<file path="config.mk">
export PLATFORM = sky130hd
export DESIGN_NAME = alu_issue_stage
export DESIGN_NICKNAME = d
export VERILOG_FILES = /design/src/rtl/alu_issue_stage.sv
export SDC_FILE = /design/constraint.sdc
export NUM_CORES = 1
export LEC_CHECK = 0
export BUFFER_PORTS_ARGS = -buffer_cell sky130_fd_sc_hd__buf_2
export CORE_ASPECT_RATIO = 1.25
export CORE_UTILIZATION = 48
export DETAILED_ROUTE_END_ITERATION = 7
export GPL_TIMING_DRIVEN = 0
export PLACE_DENSITY = 0.92
export SLEW_MARGIN = 20
export SYNTH_ARGS = -nofsm -noshare
export SYNTH_HDL_FRONTEND = slang
export SYNTH_SLANG_ARGS = --single-unit
</file>
<file path="constraint.sdc">
create_clock -name clk -period 2.3 [get_ports clk]
set_input_delay 0.23 -clock clk [delete_from_list [all_inputs] [get_ports clk]]
set_output_delay 0.23 -clock clk [all_outputs]
set_load 0.03 [all_outputs]
</file>
<file path="src/rtl/alu_issue_stage.sv">
// alu_issue_stage: ID/EX pipeline register feeding the EX-stage ALU.
// Captures a decoded instruction on each posedge and translates ALUOp/funct
// into the 3-bit ALU control code. Operands pass through combinational
// EX/MEM and MEM/WB forwarding muxes so that they settle before the ALU
// samples them at negedge.
//
// Ports:
//   clk, reset           pipeline clock, synchronous active-high reset
//   id_valid             ID holds a real instruction
//   stall, flush         hold stage / load bubble (flush wins)
//   id_alu_op, id_funct  ALUOp (00 add, 01 sub, 10 funct, 11 reserved), funct
//   id_alu_src           1: B = immediate, 0: B = rt
//   id_rs_data, id_rt_data, id_imm, id_rs, id_rt   operands and source regs
//   exmem_*, memwb_*     writeback enable, destination and value of later stages
//   alu_control          registered ALU code
//   alu_a, alu_b         forwarded ALU operands
//   ex_store_data        forwarded rt value for stores
//   ex_valid, ex_illegal registered valid / illegal-op flags
module alu_issue_stage #(
  parameter int unsigned DATA_W = 32
) (
  input  logic              clk,
  input  logic              reset,
  input  logic              id_valid,
  input  logic              stall,
  input  logic              flush,
  input  logic [1:0]        id_alu_op,
  input  logic [5:0]        id_funct,
  input  logic              id_alu_src,
  input  logic [DATA_W-1:0] id_rs_data,
  input  logic [DATA_W-1:0] id_rt_data,
  input  logic [DATA_W-1:0] id_imm,
  input  logic [4:0]        id_rs,
  input  logic [4:0]        id_rt,
  input  logic              exmem_reg_write,
  input  logic              memwb_reg_write,
  input  logic [4:0]        exmem_rd,
  input  logic [4:0]        memwb_rd,
  input  logic [DATA_W-1:0] exmem_result,
  input  logic [DATA_W-1:0] memwb_result,
  output logic [2:0]        alu_control,
  output logic [DATA_W-1:0] alu_a,
  output logic [DATA_W-1:0] alu_b,
  output logic [DATA_W-1:0] ex_store_data,
  output logic              ex_valid,
  output logic              ex_illegal
);

  logic [2:0]        dec_ctrl;
  logic              dec_ill;

  logic              ex_alu_src;
  logic [DATA_W-1:0] ex_rs_data;
  logic [DATA_W-1:0] ex_rt_data;
  logic [DATA_W-1:0] ex_imm;
  logic [4:0]        ex_rs;
  logic [4:0]        ex_rt;

  // ALUOp/funct translation to ALU control code
  always_comb begin
    dec_ctrl = 3'b010;
    dec_ill  = 1'b0;
    case (id_alu_op)
      2'b00: dec_ctrl = 3'b010;
      2'b01: dec_ctrl = 3'b110;
      2'b10: begin
        case (id_funct)
          6'b100000: dec_ctrl = 3'b010;
          6'b100010: dec_ctrl = 3'b110;
          6'b100100: dec_ctrl = 3'b000;
          6'b100101: dec_ctrl = 3'b001;
          6'b101010: dec_ctrl = 3'b111;
          default: begin
            dec_ctrl = 3'b011;
            dec_ill  = 1'b1;
          end
        endcase
      end
      default: begin
        dec_ctrl = 3'b011;
        dec_ill  = 1'b1;
      end
    endcase
  end

  // A load of an invalid ID slot is folded into the bubble case; a stall
  // only holds when neither reset nor flush is active.
  always_ff @(posedge clk) begin
    if (reset || flush || (!stall && !id_valid)) begin
      ex_valid    <= 1'b0;
      alu_control <= 3'b010;
      ex_illegal  <= 1'b0;
      ex_alu_src  <= 1'b0;
      ex_rs_data  <= '0;
      ex_rt_data  <= '0;
      ex_imm      <= '0;
      ex_rs       <= '0;
      ex_rt       <= '0;
    end else if (!stall) begin
      ex_valid    <= 1'b1;
      alu_control <= dec_ctrl;
      ex_illegal  <= dec_ill;
      ex_alu_src  <= id_alu_src;
      ex_rs_data  <= id_rs_data;
      ex_rt_data  <= id_rt_data;
      ex_imm      <= id_imm;
      ex_rs       <= id_rs;
      ex_rt       <= id_rt;
    end
  end

  // Forwarding: EX/MEM has priority over MEM/WB; register 0 never forwards.
  always_comb begin
    alu_a = ex_rs_data;
    if (exmem_reg_write && (exmem_rd != 5'd0) && (exmem_rd == ex_rs))
      alu_a = exmem_result;
    else if (memwb_reg_write && (memwb_rd != 5'd0) && (memwb_rd == ex_rs))
      alu_a = memwb_result;
  end

  always_comb begin
    ex_store_data = ex_rt_data;
    if (exmem_reg_write && (exmem_rd != 5'd0) && (exmem_rd == ex_rt))
      ex_store_data = exmem_result;
    else if (memwb_reg_write && (memwb_rd != 5'd0) && (memwb_rd == ex_rt))
      ex_store_data = memwb_result;
  end

  assign alu_b = ex_alu_src ? ex_imm : ex_store_data;

endmodule

</file>
Yosys cells after proc, flatten, opt, wreduce, memory -nomap -nowiden
Index checks and enable logic that the tools add are counted.

Bits in registers: 112. Bits of input ports: 196. Output and inout port bits: 101. Word-level logic and storage cells: 45.

Eq/ne operators: 11. Mux-type cells: 9. Reductions and logical operators: 16.

Operator list (number): 32-bit 2-to-1 mux (5); 6-bit == test (second input constant) (5); 5-bit == test (4); 3-bit case mux with 5 select lines (1); 5-bit nonzero test (2); 3-bit case mux with 3 select lines (1); 1-bit logical AND (7); 5-bit OR reduction (1); 2-bit by 1-bit == test with 1-bit output (second input constant) (1); 2-bit == test (second input constant) (1); 1-bit zero test (2); 2-bit zero test (1); 1-bit logical OR (2); 1-bit case mux with 2 select lines (1); 2-bit OR reduction (1); 1-bit 2-to-1 mux (1).

Logic depth before layout (Yosys ltp)
Depth in word-level cells: 6. Depth in mapped cells: 7. Gate-level depth less buffers: 5.

Worst setup path before layout
No wires, ideal clock.

Kind: reg-to-output. From: reg ex_rt[4]. To: out alu_b[5]. Arrival: 2.357 ns. Data required time: 2.070 ns. Path slack: -0.287 ns. Stages on the path, launching flop included: 8. Path buffers: 2. Path through: dfxtp_1 -> xor2_1 -> or4b_1 -> buf_2 -> buf_6 -> nor4b_2 -> a211oi_1 -> o31ai_1.

Word-level cells in the longest chain between the ends: 5. Elaborated cells on any way between the ends: 7. Classes of those cells: eq/ne (2); mux (3); reduce/logical (2).

RTL lines: start, declared (line 57) `logic [4:0] ex_rt;`; start signal, assigned (line 108) `ex_rt <= id_rt;`; 5-bit == test (line 125) `else if (memwb_reg_write && (memwb_rd != 5'd0) && (memwb_rd == ex_rt))`; 1-bit logical AND (line 125); 32-bit 2-to-1 mux (line 125); 32-bit 2-to-1 mux * (line 123) `if (exmem_reg_write && (exmem_rd != 5'd0) && (exmem_rd == ex_rt))`; 32-bit 2-to-1 mux * (line 129) `assign alu_b = ex_alu_src ? ex_imm : ex_store_data;`; end, declared (line 43) `output logic [DATA_W-1:0] alu_b,`.

Every way passes the cells marked *; elsewhere a longest branch is shown, timed or not.

Worst setup path in the final report
From: reg ex_rt[4]. To: out alu_b[2].

The elaborated chain is that of the path after synthesis.

==> run_results.csv <==
group,metric,value,unit
yosys,netlist_top_cells_area,"dfxtp_1 (34%), mux2i_1 (21%), nor2_1 (8.3%)",
yosys,syn_nets,985,
floorplan,start_util,49.8,%
drt,via_count,8678,
grt,antenna_found_initial,7,
sta,period_minus_slack,2950,ps
power_and_ir_drop,switchingPower,1.78,mW
place,place_congestion,0.916,
power_and_ir_drop,leakage,4.79,nW
sta,rsz0062_at_grt,"yes",
yosys,syn_area,6680,sq um
floorplan,die-area,14400,sq um
yosys,yosysTopAreaCell,"dfxtp_1",
yosys,synth_compound_area_share,11.9,%
cts,clock_latency,350,ps
sta,clock.fmax,339,MHz
yosys,synthXorXnorAreaFrac,2.62,%
yosys,synth-edff-count,0,
grt,gr-total-overflow,0,
worst_setup_path,required,2070,ps
cts,path_clk_slew,90,ps
yosys,synth_top_area_share,33.6,%
drt,drc_errors,0,
yosys,ys.flop_type,"dfxtp_1",
drt,dr.first_iter.drc_count,890,
grt,grt_max_degree,20,
yosys,synthTopCellsByCount,"nor2_1 (148), mux2i_1 (140), dfxtp_1 (112)",
yosys,yosys.cell_count.top_type,"nor2_1",
yosys,synthAdderAreaFrac,0,%
drt,antenna_left,0,
sta,hold_viol_final,0,
cts,cts_buffers,9,
drt,drt_first_pass_iters,6,
yosys,yosysUniqueCellTypes,42,
power_and_ir_drop,clkPwrFrac,31.0,%
layout,syn_to_final_growth,78.6,%
layout,fin_nets,1339,
layout,drive_gt1_share,53.1,%
yosys,synth_top_family_by_area,"multiplexers",
power_and_ir_drop,p_seq_share,39.2,%
cts,root_buffer,"clkbuf_16",
drt,wl_per_cell,27.5,um
grt,grt_pass1_vias,8422,
worst_setup_path,crit_family,"simple AND/OR/NAND/NOR gates",
power_and_ir_drop,p_per_area,436,nW/um^2
place,hpwl,19700,um
drt,viasPerCell,6.56,
floorplan,io_pins,297,
place,io_buffers,294,
worst_setup_path,slowest_stage,"or4b_4",
floorplan,die_x,108,um
cts,clock-sinks,112,
cts,cts_max_level,3,
yosys,yosys.area_share.simple,20.1,%
yosys,ys_warn_count,0,
sta,relSlewSlack,34.9,%
worst_setup_path,end_kind,"output pin",
drt,routed_wirelength,36400,um
yosys,syn_area_per_cell,8.47,sq um
grt,grt_pass1_wl,45700,um
floorplan,fp.dieH,134,um
grt,grt_util_all_layers,42.0,%
sta,finalCritPeriodShare,128,%
run_status,outcome,"finished, violations left",
cts,tritoncts,"built",
power_and_ir_drop,p_comb_share,29.8,%
yosys,async_flop_share,0,%
worst_setup_path,cp_cell_sequence,"xor2_2 > or4b_4 > buf_12 > buf_16 > o31ai_4 > a31oi_4 > mux2_4 > buf_6",
worst_setup_path,critPathBufInv,3,
power_and_ir_drop,power.internal,3.42,mW
yosys,yosysSeqAreaShare,33.6,%
power_and_ir_drop,vdd.ir_drop.worst,0.361,mV
worst_setup_path,cp_data_arrival_time,2720,ps
sta,setup_tns,-35060,ps
sta,tightest_slew,976,ps
floorplan,fp-row-count,47,
hold_path,min_path_type,"input pin to flip-flop",
yosys,synthCells,789,
cts,max-clock-path-buffers,2,
worst_setup_path,critPathMaxStageDelay,550,ps
layout,final.fill_count,581,
worst_setup_path,critPathLaunchType,"flip-flop",
yosys,ys_ff_latch,112,
worst_setup_path,cp_max_fo,8,
worst_setup_path,critPathKind,"flip-flop to output pin",
place,dp_slack,-495,ps
flow_run,maxCapViolCount,0,
yosys,synthMuxAreaShare,26.4,%
sta,report.final.slew_viol_count,0,
power_and_ir_drop,swShare,34.2,%
run_status,violations,"setup timing",
sta,fin_skew,0,ps
sta,setup_viol,96,
floorplan,core,13400,sq um
sta,setup_ws,-652,ps
-- area by class of cell --
| type | count | area [sq um] | share of cell area [%] |
|---|---|---|---|
| buffer | 77 | 582 | 4.88 |
| tap | 171 | 214 | 1.79 |
| inverter | 3 | 11.3 | 0.0944 |
| clock buffer | 10 | 239 | 2.00 |
| timing repair buffer | 346 | 2750 | 23.1 |
| sequential | 112 | 2260 | 18.9 |
| multi-input combinational | 594 | 5810 | 48.7 |
| clock inverter | 6 | 53.8 | 0.451 |
| antenna | 4 | 10.0 | 0.0839 |
-- flip-flops by register name, indices dropped and copies added, names as in the netlist --
signal	cells
ex_alu_src	1
alu_control	3
ex_illegal	1
ex_rs	5
ex_imm	32
ex_rt	5
ex_valid	1
ex_rs_data	32
ex_rt_data	32
-- cells by family after synthesis --
family,count (synthesis)
and+or+nand+nor,295
muxes,172
DFF,112
AOI/OAI and AO/OA,107
buffers and inverters,83
xor gates and xnor gates,20
-- layout by cell type, fill, tap and decap left out, types with 3 or more instances in the layout --
cell type and count:
a21oi_1 4, xnor2_1 7, nor2_4 32, clkbuf_2 7, nand3_1 33, buf_2 204, diode_2 4, mux2i_2 12
nor3_1 32, buf_4 25, a31oi_2 5, a31oi_4 26, mux2i_4 10, nor4_2 8, nor2_1 116, dfxtp_1 104
buf_16 5, nor4_1 23, dfxtp_2 5, buf_6 113, xor2_4 3, nand2_1 33, mux2i_1 118, o31ai_4 31
a21oi_2 10, clkbuf_1 39, clkbuf_16 17, dfxtp_4 3, a21oi_4 22, inv_1 3, buf_1 6, xor2_1 4
mux2_4 30, buf_12 14, xnor2_2 4
-- power groups by stage --
stage	clock [mW]	sequential [mW]	combinational (mW)
finish	1.62	2.04	1.55
global route	1.67	2.04	1.60
CTS	1.56	2.03	1.31
detailed placement	0	2.07	1.10
global placement	0	2.07	1.09
floorplan	0	2.07	0.696
-- worst register-to-register path: stages, from the launching register on --
cell and delay, ps:
dfxtp_1 350, buf_1 660, clkbuf_1 740, mux2i_1 220, nor2_1 180
-- worst paths after layout --
kind / slack (ps) / cells past startpoint / endpoint / startpoint
setup / recovery: -650 / 8 / alu_b[2] / ex_rt[4]
hold / removal: 100 / 3 / ex_imm[20] / id_imm[20]
setup reg to reg: 80 / 4 / ex_alu_src / ex_alu_src
hold reg to reg: 460 / 2 / ex_valid / ex_valid
-- per-stage QoR --
step	power (mW)	hold slack [ps]	std cells	utilization [%]	cell area [sq um]
after floorplan	2.76	374	789	-	7290
after global placement	3.15	439	1254	67.0	8980
after detailed placement	3.18	443	1254	67.0	8980
after CTS	4.90	101	1297	80.7	10800
after global routing	5.32	110	1322	89.0	11900
final	5.21	101	1323	89.0	11900
-- routing by layer --
metal / track usage [%] / vias up / wire [um] / part of all wire (%)
met5: 0 / - / 15 / 0.041
met4: 29.5 / 2 / 3760 / 10
met3: 10.5 / 311 / 4040 / 11
met2: 72.2 / 799 / 17000 / 47
met1: 44.6 / 4032 / 11600 / 32
li1: - / 3534 / - / -
-- repair_timing --
action                     4_1_cts  5_1_grt
gates cloned                     4        8
setup endpoints to repair       96       96
pin swaps                       54       40
gates resized for setup        339      170
hold buffers                     0        0
buffers inserted                26       16
Note: power is estimated with default switching activity, not from simulation.
